$ cat config.mk
export PLATFORM = sky130hd
export DESIGN_NAME = sdram_port_arbiter_flat
export DESIGN_NICKNAME = d
export VERILOG_FILES = /design/src/rtl/sdram_arb_pkg.sv /design/src/rtl/sdram_port_arbiter_if.sv /design/src/rtl/sdram_arb_tag_fifo.sv /design/src/rtl/sdram_port_arbiter.sv /design/src/flat_wrapper.sv
export SDC_FILE = /design/constraint.sdc
export NUM_CORES = 1
export LEC_CHECK = 0
export ABC_CLOCK_PERIOD_IN_PS = 4600
export CORE_MARGIN = 1.5
export CORE_UTILIZATION = 38
export DETAILED_ROUTE_END_ITERATION = 10
export PLACE_DENSITY = 0.89
export SYNTH_ARGS = -nofsm -noshare
export SYNTH_HDL_FRONTEND = slang
export SYNTH_SLANG_ARGS = --single-unit
$ cat constraint.sdc
create_clock -name clk -period 4.6 [get_ports clk]
set_input_delay 0.92 -clock clk [delete_from_list [all_inputs] [get_ports clk]]
set_output_delay 0.92 -clock clk [all_outputs]
set_load 0.03 [all_outputs]
$ cat src/rtl/sdram_arb_pkg.sv
// Shared types for the SDRAM port arbiter: grant states, requester IDs,
// and the SDRAM base address.
package sdram_arb_pkg;

    typedef enum logic [1:0] {
        ARB_IDLE = 2'd0,
        ARB_G0   = 2'd1,
        ARB_G1   = 2'd2
    } arb_state_t;

    typedef logic req_id_t;

    localparam logic [31:0] SDRAM_BASE = 32'h0000_0000;

    function automatic arb_state_t grant_of(input req_id_t id);
        return id ? ARB_G1 : ARB_G0;
    endfunction

endpackage

$ cat src/rtl/sdram_port_arbiter_if.sv
// Avalon-MM style bus bundle with active-low read_n/write_n commands.
// The arbiter takes the slave view on each requester and the master view on the SDRAM side.
interface sdram_port_arbiter_if #(
    parameter int unsigned ADDR_W = 32,
    parameter int unsigned DATA_W = 16
);
    logic                  read_n;
    logic                  write_n;
    logic                  chipselect;
    logic [ADDR_W-1:0]     address;
    logic [DATA_W-1:0]     writedata;
    logic [DATA_W/8-1:0]   byteenable;
    logic                  waitrequest;
    logic                  readdatavalid;
    logic [DATA_W-1:0]     readdata;

    modport master (
        output read_n, write_n, chipselect, address, writedata, byteenable,
        input  waitrequest, readdatavalid, readdata
    );

    modport slave (
        input  read_n, write_n, address, writedata, byteenable,
        output waitrequest, readdatavalid, readdata
    );
endinterface

$ cat src/rtl/sdram_arb_tag_fifo.sv
// In-order read tag FIFO: one requester ID per outstanding read.
// A pop frees a slot for a push in the same cycle even when full.
module sdram_arb_tag_fifo
    import sdram_arb_pkg::*;
#(
    parameter int unsigned DEPTH = 8
) (
    input  logic                     clk,
    input  logic                     reset,
    input  logic                     push,
    input  req_id_t                  push_id,
    input  logic                     pop,
    output req_id_t                  head_id,
    output logic [$clog2(DEPTH):0]   count,
    output logic                     full,
    output logic                     empty
);
    localparam int unsigned PW = $clog2(DEPTH);
    localparam int unsigned CW = PW + 1;

    req_id_t          mem [DEPTH];
    logic [PW-1:0]    wr_ptr;
    logic [PW-1:0]    rd_ptr;
    logic             do_push;
    logic             do_pop;

    assign empty   = (count == '0);
    assign full    = (count == CW'(DEPTH));
    assign do_pop  = pop & ~empty;
    assign do_push = push & (~full | do_pop);
    assign head_id = mem[rd_ptr];

    always_ff @(posedge clk) begin
        if (do_push) mem[wr_ptr] <= push_id;
    end

    always_ff @(posedge clk) begin
        if (reset) begin
            wr_ptr <= '0;
            rd_ptr <= '0;
            count  <= '0;
        end else begin
            if (do_push) wr_ptr <= wr_ptr + PW'(1);
            if (do_pop)  rd_ptr <= rd_ptr + PW'(1);
            count <= count + CW'(do_push) - CW'(do_pop);
        end
    end
endmodule

$ cat src/rtl/sdram_port_arbiter.sv
// Two-requester arbiter in front of one SDRAM Avalon-MM slave, with in-order read tagging.
// Define SDRAM_ARB_STATS_EN to add the stat_acc0/stat_acc1/stat_gate counters.
module sdram_port_arbiter
    import sdram_arb_pkg::*;
#(
    parameter int unsigned ADDR_W   = 32,
    parameter int unsigned DATA_W   = 16,
    parameter int unsigned MAX_OUT  = 8,
    parameter int unsigned HOLD_MAX = 64
) (
    input  logic                         clk,
    input  logic                         reset,
    sdram_port_arbiter_if.slave          m0,
    sdram_port_arbiter_if.slave          m1,
    sdram_port_arbiter_if.master         sdram,
    output logic                         err
`ifdef SDRAM_ARB_STATS_EN
    ,
    output logic [31:0]                  stat_acc0,
    output logic [31:0]                  stat_acc1,
    output logic [31:0]                  stat_gate
`endif
);
    localparam int unsigned HW = $clog2(HOLD_MAX + 1);
    localparam int unsigned CW = $clog2(MAX_OUT) + 1;

    arb_state_t state, state_nx;
    req_id_t    last_grant, last_grant_nx;
    logic [HW-1:0] hold_cnt, hold_nx;

    logic    req0, req1, g_req, other_req, g_wr, g_rd;
    logic    granted, gate, accept, hold_hit;
    req_id_t gid;

    logic [ADDR_W-1:0]   g_address;
    logic [DATA_W-1:0]   g_writedata;
    logic [DATA_W/8-1:0] g_byteenable;

    req_id_t         tag_head;
    logic [CW-1:0]   tag_count;
    logic            tag_full, tag_empty, tag_push, tag_pop;

    assign req0 = ~m0.read_n | ~m0.write_n;
    assign req1 = ~m1.read_n | ~m1.write_n;

    assign granted   = (state != ARB_IDLE);
    assign gid       = (state == ARB_G1);
    assign g_req     = gid ? req1 : req0;
    assign other_req = gid ? req0 : req1;
    // Write wins if a requester illegally asserts both commands.
    assign g_wr      = gid ? ~m1.write_n : ~m0.write_n;
    assign g_rd      = ~g_wr & (gid ? ~m1.read_n : ~m0.read_n);

    assign g_address    = gid ? m1.address    : m0.address;
    assign g_writedata  = gid ? m1.writedata  : m0.writedata;
    assign g_byteenable = gid ? m1.byteenable : m0.byteenable;

    assign gate     = granted & g_rd & (tag_count == CW'(MAX_OUT));
    assign accept   = granted & g_req & ~gate & ~sdram.waitrequest;
    assign hold_hit = accept & (hold_cnt == HW'(HOLD_MAX - 1));

    assign tag_push = accept & g_rd & ~tag_full;
    assign tag_pop  = sdram.readdatavalid & ~tag_empty;

    sdram_arb_tag_fifo #(
        .DEPTH (MAX_OUT)
    ) u_tag_fifo (
        .clk     (clk),
        .reset   (reset),
        .push    (tag_push),
        .push_id (gid),
        .pop     (tag_pop),
        .head_id (tag_head),
        .count   (tag_count),
        .full    (tag_full),
        .empty   (tag_empty)
    );

    assign sdram.chipselect = 1'b1;

    always_comb begin
        sdram.read_n     = 1'b1;
        sdram.write_n    = 1'b1;
        sdram.address    = '0;
        sdram.byteenable = '1;
        sdram.writedata  = '0;
        m0.waitrequest   = 1'b1;
        m1.waitrequest   = 1'b1;
        if (granted) begin
            sdram.read_n     = ~(g_rd & ~gate);
            sdram.write_n    = ~g_wr;
            sdram.address    = g_address;
            sdram.byteenable = g_byteenable;
            sdram.writedata  = g_writedata;
            if (gid) m1.waitrequest = sdram.waitrequest | gate;
            else     m0.waitrequest = sdram.waitrequest | gate;
        end
    end

    assign m0.readdatavalid = tag_pop & (tag_head == 1'b0);
    assign m1.readdatavalid = tag_pop & (tag_head == 1'b1);
    assign m0.readdata      = sdram.readdata;
    assign m1.readdata      = sdram.readdata;

    always_comb begin
        state_nx      = state;
        last_grant_nx = last_grant;
        hold_nx       = hold_cnt;
        case (state)
            ARB_IDLE: begin
                if (req0 | req1) begin
                    // On a tie the requester that did not hold the last grant wins.
                    last_grant_nx = (req0 & req1) ? ~last_grant : req1;
                    state_nx      = grant_of(last_grant_nx);
                    hold_nx       = '0;
                end
            end
            ARB_G0, ARB_G1: begin
                if (~g_req | hold_hit) begin
                    hold_nx = '0;
                    if (other_req) begin
                        state_nx      = grant_of(~gid);
                        last_grant_nx = ~gid;
                    end else if (!hold_hit) begin
                        state_nx = ARB_IDLE;
                    end
                end else if (accept) begin
                    hold_nx = hold_cnt + HW'(1);
                end
            end
            default: state_nx = ARB_IDLE;
        endcase
    end

    always_ff @(posedge clk) begin
        if (reset) begin
            state      <= ARB_IDLE;
            last_grant <= 1'b1;
            hold_cnt   <= '0;
            err        <= 1'b0;
        end else begin
            state      <= state_nx;
            last_grant <= last_grant_nx;
            hold_cnt   <= hold_nx;
            if (sdram.readdatavalid & tag_empty) err <= 1'b1;
        end
    end

`ifdef SDRAM_ARB_STATS_EN
    always_ff @(posedge clk) begin
        if (reset) begin
            stat_acc0 <= '0;
            stat_acc1 <= '0;
            stat_gate <= '0;
        end else begin
            if (accept & ~gid) stat_acc0 <= stat_acc0 + 32'd1;
            if (accept &  gid) stat_acc1 <= stat_acc1 + 32'd1;
            if (gate)          stat_gate <= stat_gate + 32'd1;
        end
    end
`endif
endmodule

$ cat src/flat_wrapper.sv
// flat-port wrapper written by rule: the top's interface ports become plain ports
module sdram_port_arbiter_flat import sdram_arb_pkg::*;
#(
    parameter int unsigned ADDR_W   = 32,
    parameter int unsigned DATA_W   = 16,
    parameter int unsigned MAX_OUT  = 8,
    parameter int unsigned HOLD_MAX = 64
)
  (clk, reset, err, m0_read_n, m0_write_n, m0_address, m0_writedata, m0_byteenable, m0_waitrequest, m0_readdatavalid, m0_readdata, m1_read_n, m1_write_n, m1_address, m1_writedata, m1_byteenable, m1_waitrequest, m1_readdatavalid, m1_readdata, sdram_read_n, sdram_write_n, sdram_chipselect, sdram_address, sdram_writedata, sdram_byteenable, sdram_waitrequest, sdram_readdatavalid, sdram_readdata);
  sdram_port_arbiter_if #(.ADDR_W(ADDR_W), .DATA_W(DATA_W)) m0_i ();
  sdram_port_arbiter_if #(.ADDR_W(ADDR_W), .DATA_W(DATA_W)) m1_i ();
  sdram_port_arbiter_if #(.ADDR_W(ADDR_W), .DATA_W(DATA_W)) sdram_i ();
  input  logic clk;
  input  logic reset;
  output logic err;
  input wire logic [$bits(m0_i.read_n)-1:0] m0_read_n;
  input wire logic [$bits(m0_i.write_n)-1:0] m0_write_n;
  input wire logic [$bits(m0_i.address)-1:0] m0_address;
  input wire logic [$bits(m0_i.writedata)-1:0] m0_writedata;
  input wire logic [$bits(m0_i.byteenable)-1:0] m0_byteenable;
  output wire logic [$bits(m0_i.waitrequest)-1:0] m0_waitrequest;
  output wire logic [$bits(m0_i.readdatavalid)-1:0] m0_readdatavalid;
  output wire logic [$bits(m0_i.readdata)-1:0] m0_readdata;
  input wire logic [$bits(m1_i.read_n)-1:0] m1_read_n;
  input wire logic [$bits(m1_i.write_n)-1:0] m1_write_n;
  input wire logic [$bits(m1_i.address)-1:0] m1_address;
  input wire logic [$bits(m1_i.writedata)-1:0] m1_writedata;
  input wire logic [$bits(m1_i.byteenable)-1:0] m1_byteenable;
  output wire logic [$bits(m1_i.waitrequest)-1:0] m1_waitrequest;
  output wire logic [$bits(m1_i.readdatavalid)-1:0] m1_readdatavalid;
  output wire logic [$bits(m1_i.readdata)-1:0] m1_readdata;
  output wire logic [$bits(sdram_i.read_n)-1:0] sdram_read_n;
  output wire logic [$bits(sdram_i.write_n)-1:0] sdram_write_n;
  output wire logic [$bits(sdram_i.chipselect)-1:0] sdram_chipselect;
  output wire logic [$bits(sdram_i.address)-1:0] sdram_address;
  output wire logic [$bits(sdram_i.writedata)-1:0] sdram_writedata;
  output wire logic [$bits(sdram_i.byteenable)-1:0] sdram_byteenable;
  input wire logic [$bits(sdram_i.waitrequest)-1:0] sdram_waitrequest;
  input wire logic [$bits(sdram_i.readdatavalid)-1:0] sdram_readdatavalid;
  input wire logic [$bits(sdram_i.readdata)-1:0] sdram_readdata;
  assign m0_i.read_n = m0_read_n;
  assign m0_i.write_n = m0_write_n;
  assign m0_i.address = m0_address;
  assign m0_i.writedata = m0_writedata;
  assign m0_i.byteenable = m0_byteenable;
  assign m0_waitrequest = m0_i.waitrequest;
  assign m0_readdatavalid = m0_i.readdatavalid;
  assign m0_readdata = m0_i.readdata;
  assign m1_i.read_n = m1_read_n;
  assign m1_i.write_n = m1_write_n;
  assign m1_i.address = m1_address;
  assign m1_i.writedata = m1_writedata;
  assign m1_i.byteenable = m1_byteenable;
  assign m1_waitrequest = m1_i.waitrequest;
  assign m1_readdatavalid = m1_i.readdatavalid;
  assign m1_readdata = m1_i.readdata;
  assign sdram_read_n = sdram_i.read_n;
  assign sdram_write_n = sdram_i.write_n;
  assign sdram_chipselect = sdram_i.chipselect;
  assign sdram_address = sdram_i.address;
  assign sdram_writedata = sdram_i.writedata;
  assign sdram_byteenable = sdram_i.byteenable;
  assign sdram_i.waitrequest = sdram_waitrequest;
  assign sdram_i.readdatavalid = sdram_readdatavalid;
  assign sdram_i.readdata = sdram_readdata;
  sdram_port_arbiter #(.ADDR_W(ADDR_W), .DATA_W(DATA_W), .MAX_OUT(MAX_OUT), .HOLD_MAX(HOLD_MAX)) u_core (.clk(clk), .reset(reset), .m0(m0_i), .m1(m1_i), .sdram(sdram_i), .err(err));
endmodule
==> flow_summary.yaml <==
timing:
  setup_viol: 0
  max_freq_ghz: 0.2404
  rsz0062_at_grt: "false"
  hold_slack_ps: 454.0
  slew_headroom_pct: 53.70
  drv_slew: 0
  worst_pin_slew_ps: 692.3
  fin_crit_sh_pct: 90.44
  min_period_ps: 4160
  hold_viol_final: 0
  timing.setup.tns_ps: 0
  clock_skew_ps: 6.440
critical_path:
  rr_worst_depth: 11
  worst_ep_arrival_time_ps: 3240
  crit_path_end_kind: "primary output"
  critical_path.endpoint: "m0_waitrequest"
  worstSetupStartpointType: "input pin"
  r2r_end: "u_core.u_tag_fifo.count[2]"
  regToRegSetupSlack_ps: 1400
  crit_path_start: "m0_write_n"
  r2r-start: "u_core.state[0]"
  cp_max_fo: 6
  required_ps: 3680
  crit_type: "input pin to primary output"
placed_design:
  place_area_sq_mm: 0.004329
  port-buffer-count: 164
  gp_congestion: 0.9521
  hpwl_mm: 8.169
cells_and_area:
  mostFrequentLayoutCell: "clkdlybuf4s50_1"
  post-route-util_pct: 60.90
  syn2layout_area_growth_pct: 54.84
  drive_above_1_share_pct: 6.074
  nets: 597
  n_antenna_cell: 0
  fin_area_sq_mm: 0.004441
  final_cell_mix: "clkdlybuf4s50_1, nor2_1, mux2i_1"
power_and_ir_drop:
  pwr_density_cell_mw_per_mm2: 483.3
  ir_drop_mv: 0.2716
  clockPowerShare_pct: 12.7
  seqPwrFrac_pct: 17.6
  combPwrFrac_pct: 69.7
  p_switching_mw: 0.9991
  p_leak_nw: 1.625
  swShare_pct: 46.56
  p_int_mw: 1.147
detailed_routing:
  drt-total-wl_mm: 9.779
  first_pass_iters: 4
  wire_per_inst_microns: 17.46
  num_vias: 2840
  vias_per_cell: 5.071
  drtIter0Drc: 205
  route.detailed.drc: 0
  ant_nets: 0
clock_tree:
  clk_pin_slew_worst_paths_ps: 70
  post_cts_resized: 0
  h-tree-depth: 2
  post_cts_buffers: 0
  clock_path_buffers: 2
  cts_root_buf: "clkbuf_8"
  ctsHoldBuffers: 0
  cts.sinks: 32
  cts_tree: "done"
  numCtsBuffers: 5
  clk_latency_ps: 290
die:
  rows: 31
  dieHeight_microns: 89.87
  initial_core_util_pct: 39.33
  core_sq_mm: 0.007292
  die_area_sq_mm: 0.008077
  die_width_microns: 89.87
  num_io_pins: 214
global_route:
  grt_pass1_vias: 2764
  antenna_found_initial: 0
  gr-usage-all-layers_pct: 23.20
  grt_overflow: 0
  grt_max_degree: 36
  grt_first_pass_wirelength_mm: 14.78
synthesis:
  synthMuxAreaShare_pct: 19.37
  synth-simple-area-share_pct: 23.60
  ys.flop_type: "dfxtp_1"
  yosys.area_share.adder_pct: 5.934
  netlist_area_sq_mm: 0.002868
  ys_seq_area_share_pct: 25.13
  synth-compound-area-share_pct: 10.60
  ys_types: 63
  synth_edf_count: 8
  ys_warn_count: 0
  synth_xor_area_share_pct: 2.138
  postSynthCellCount: 337
  syn-num-nets: 474
  synthArstFlopShare_pct: 0
  postSynthAreaPerCell_sq_um: 8.510
  synth_seq_cells: 32
  synth_top_family_by_area: "simple AND/OR/NAND/NOR gates"
hold_path:
  hp-class: "flop to flop"
flow_run:
  maxCapViolations: 0
outcome:
  outcome: "finished, final reports clean"
sequential cells by signal (all words and copies together), names as in the netlist, named ones only:
register                  cells
u_core.u_tag_fifo.count       4
u_core.u_tag_fifo.mem         8
u_core.state                  2
u_core.u_tag_fifo.rd_ptr      3
u_core.last_grant             1
u_core.err                    1
u_core.hold_cnt               7
u_core.u_tag_fifo.wr_ptr      3
power groups by stage:
stage	clock (mW)	combinational (mW)	sequential [mW]
floorplan	0	1.00	0.378
global placement	0	1.47	0.380
detailed placement	0	1.50	0.384
CTS	0.275	1.51	0.378
global route	0.287	1.59	0.386
finish	0.272	1.50	0.378
through the flow:
step | setup WS (ps) | instances | total power [mW]
after global routing | 309.7 | 560 | 2.267
after detailed placement | 493.7 | 552 | 1.888
after floorplan | 1600 | 337 | 1.380
after CTS | 472.7 | 560 | 2.164
final | 439.8 | 560 | 2.146
after global placement | 513.9 | 552 | 1.847
routing by layer:
metal	routed length [microns]	up-vias	track usage [%]	share of wire [%]
met3	530	13	3.723	5.4
met4	310	0	7.407	3.2
met2	5388	130	45.67	55
li1	-	1393	-	-
met5	0	-	0	0
met1	3550	1304	24.91	36
synthesized netlist by cell type (all sizes together) (2+ instances only):
| master | count | area [sq um] |
|---|---|---|
| a21oi | 13 | 80.08 |
| nand3 | 6 | 35.03 |
| nor3b | 3 | 22.52 |
| a211o | 5 | 43.79 |
| or4 | 2 | 15.01 |
| ha | 12 | 150.1 |
| nor2b | 6 | 37.54 |
| nand3b | 2 | 18.77 |
| nor3 | 6 | 40.04 |
| and2 | 4 | 25.02 |
| xnor2 | 4 | 35.03 |
| clkbuf | 9 | 33.78 |
| dfxtp | 24 | 480.5 |
| mux4 | 2 | 45.04 |
| xor2 | 3 | 26.28 |
| nand2b | 2 | 12.51 |
| nand4 | 2 | 12.51 |
| inv | 9 | 33.78 |
| nor2 | 67 | 251.5 |
| buf | 42 | 307.8 |
| or4b | 2 | 20.02 |
| o21ai | 6 | 30.03 |
| nor4 | 3 | 18.77 |
| or3 | 2 | 12.51 |
| nor4b | 2 | 30.03 |
| edfxtp | 8 | 240.2 |
| or3b | 2 | 17.52 |
| mux2i | 51 | 510.5 |
| nand2 | 13 | 48.80 |
| o31ai | 2 | 28.78 |
cell families (layout without fill, tap and decap cells):
kind of cell / count (synthesis) / in the layout
xor gates and xnor gates: 7 / 7
other: 1 / 1
and+or+nand+nor: 131 / 131
adders and majority gates: 13 / 13
DFF: 32 / 32
AOI/OAI and AO/OA: 40 / 40
buffers and inverters: 60 / 184
muxes: 53 / 53
area by class of cell:
cell class | count | area [sq um]
Fill cell | 636 | 2851
Multi-Input combinational cell | 245 | 1787
Timing Repair Buffer | 167 | 1664
Sequential cell | 32 | 720.7
Tap cell | 99 | 123.9
Clock buffer | 5 | 68.82
Clock inverter | 3 | 42.54
Inverter | 9 | 33.78
worst max-delay path: stages:
cell and delay, ps:
clkdlybuf4s50_1 570, or3b_1 410, a21boi_1 380, nor3_1 80, o21bai_1 160, clkdlybuf4s50_1 700
how the worst min path moves through the flow:
stage / start / endpoint / slack [ps] / cells after the start
3_5_place_dp: u_core.hold_cnt[6] / u_core.hold_cnt[6] / 450 / 1
5_1_grt: u_core.hold_cnt[6] / u_core.hold_cnt[6] / 480 / 1
3_3_place_gp: u_core.hold_cnt[6] / u_core.hold_cnt[6] / 440 / 1
2_1_floorplan: u_core.hold_cnt[6] / u_core.hold_cnt[6] / 430 / 1
4_1_cts: u_core.hold_cnt[6] / u_core.hold_cnt[6] / 460 / 1
6_report: u_core.hold_cnt[6] / u_core.hold_cnt[6] / 450 / 1
No activity file was read; power rests on OpenSTA's default activity.
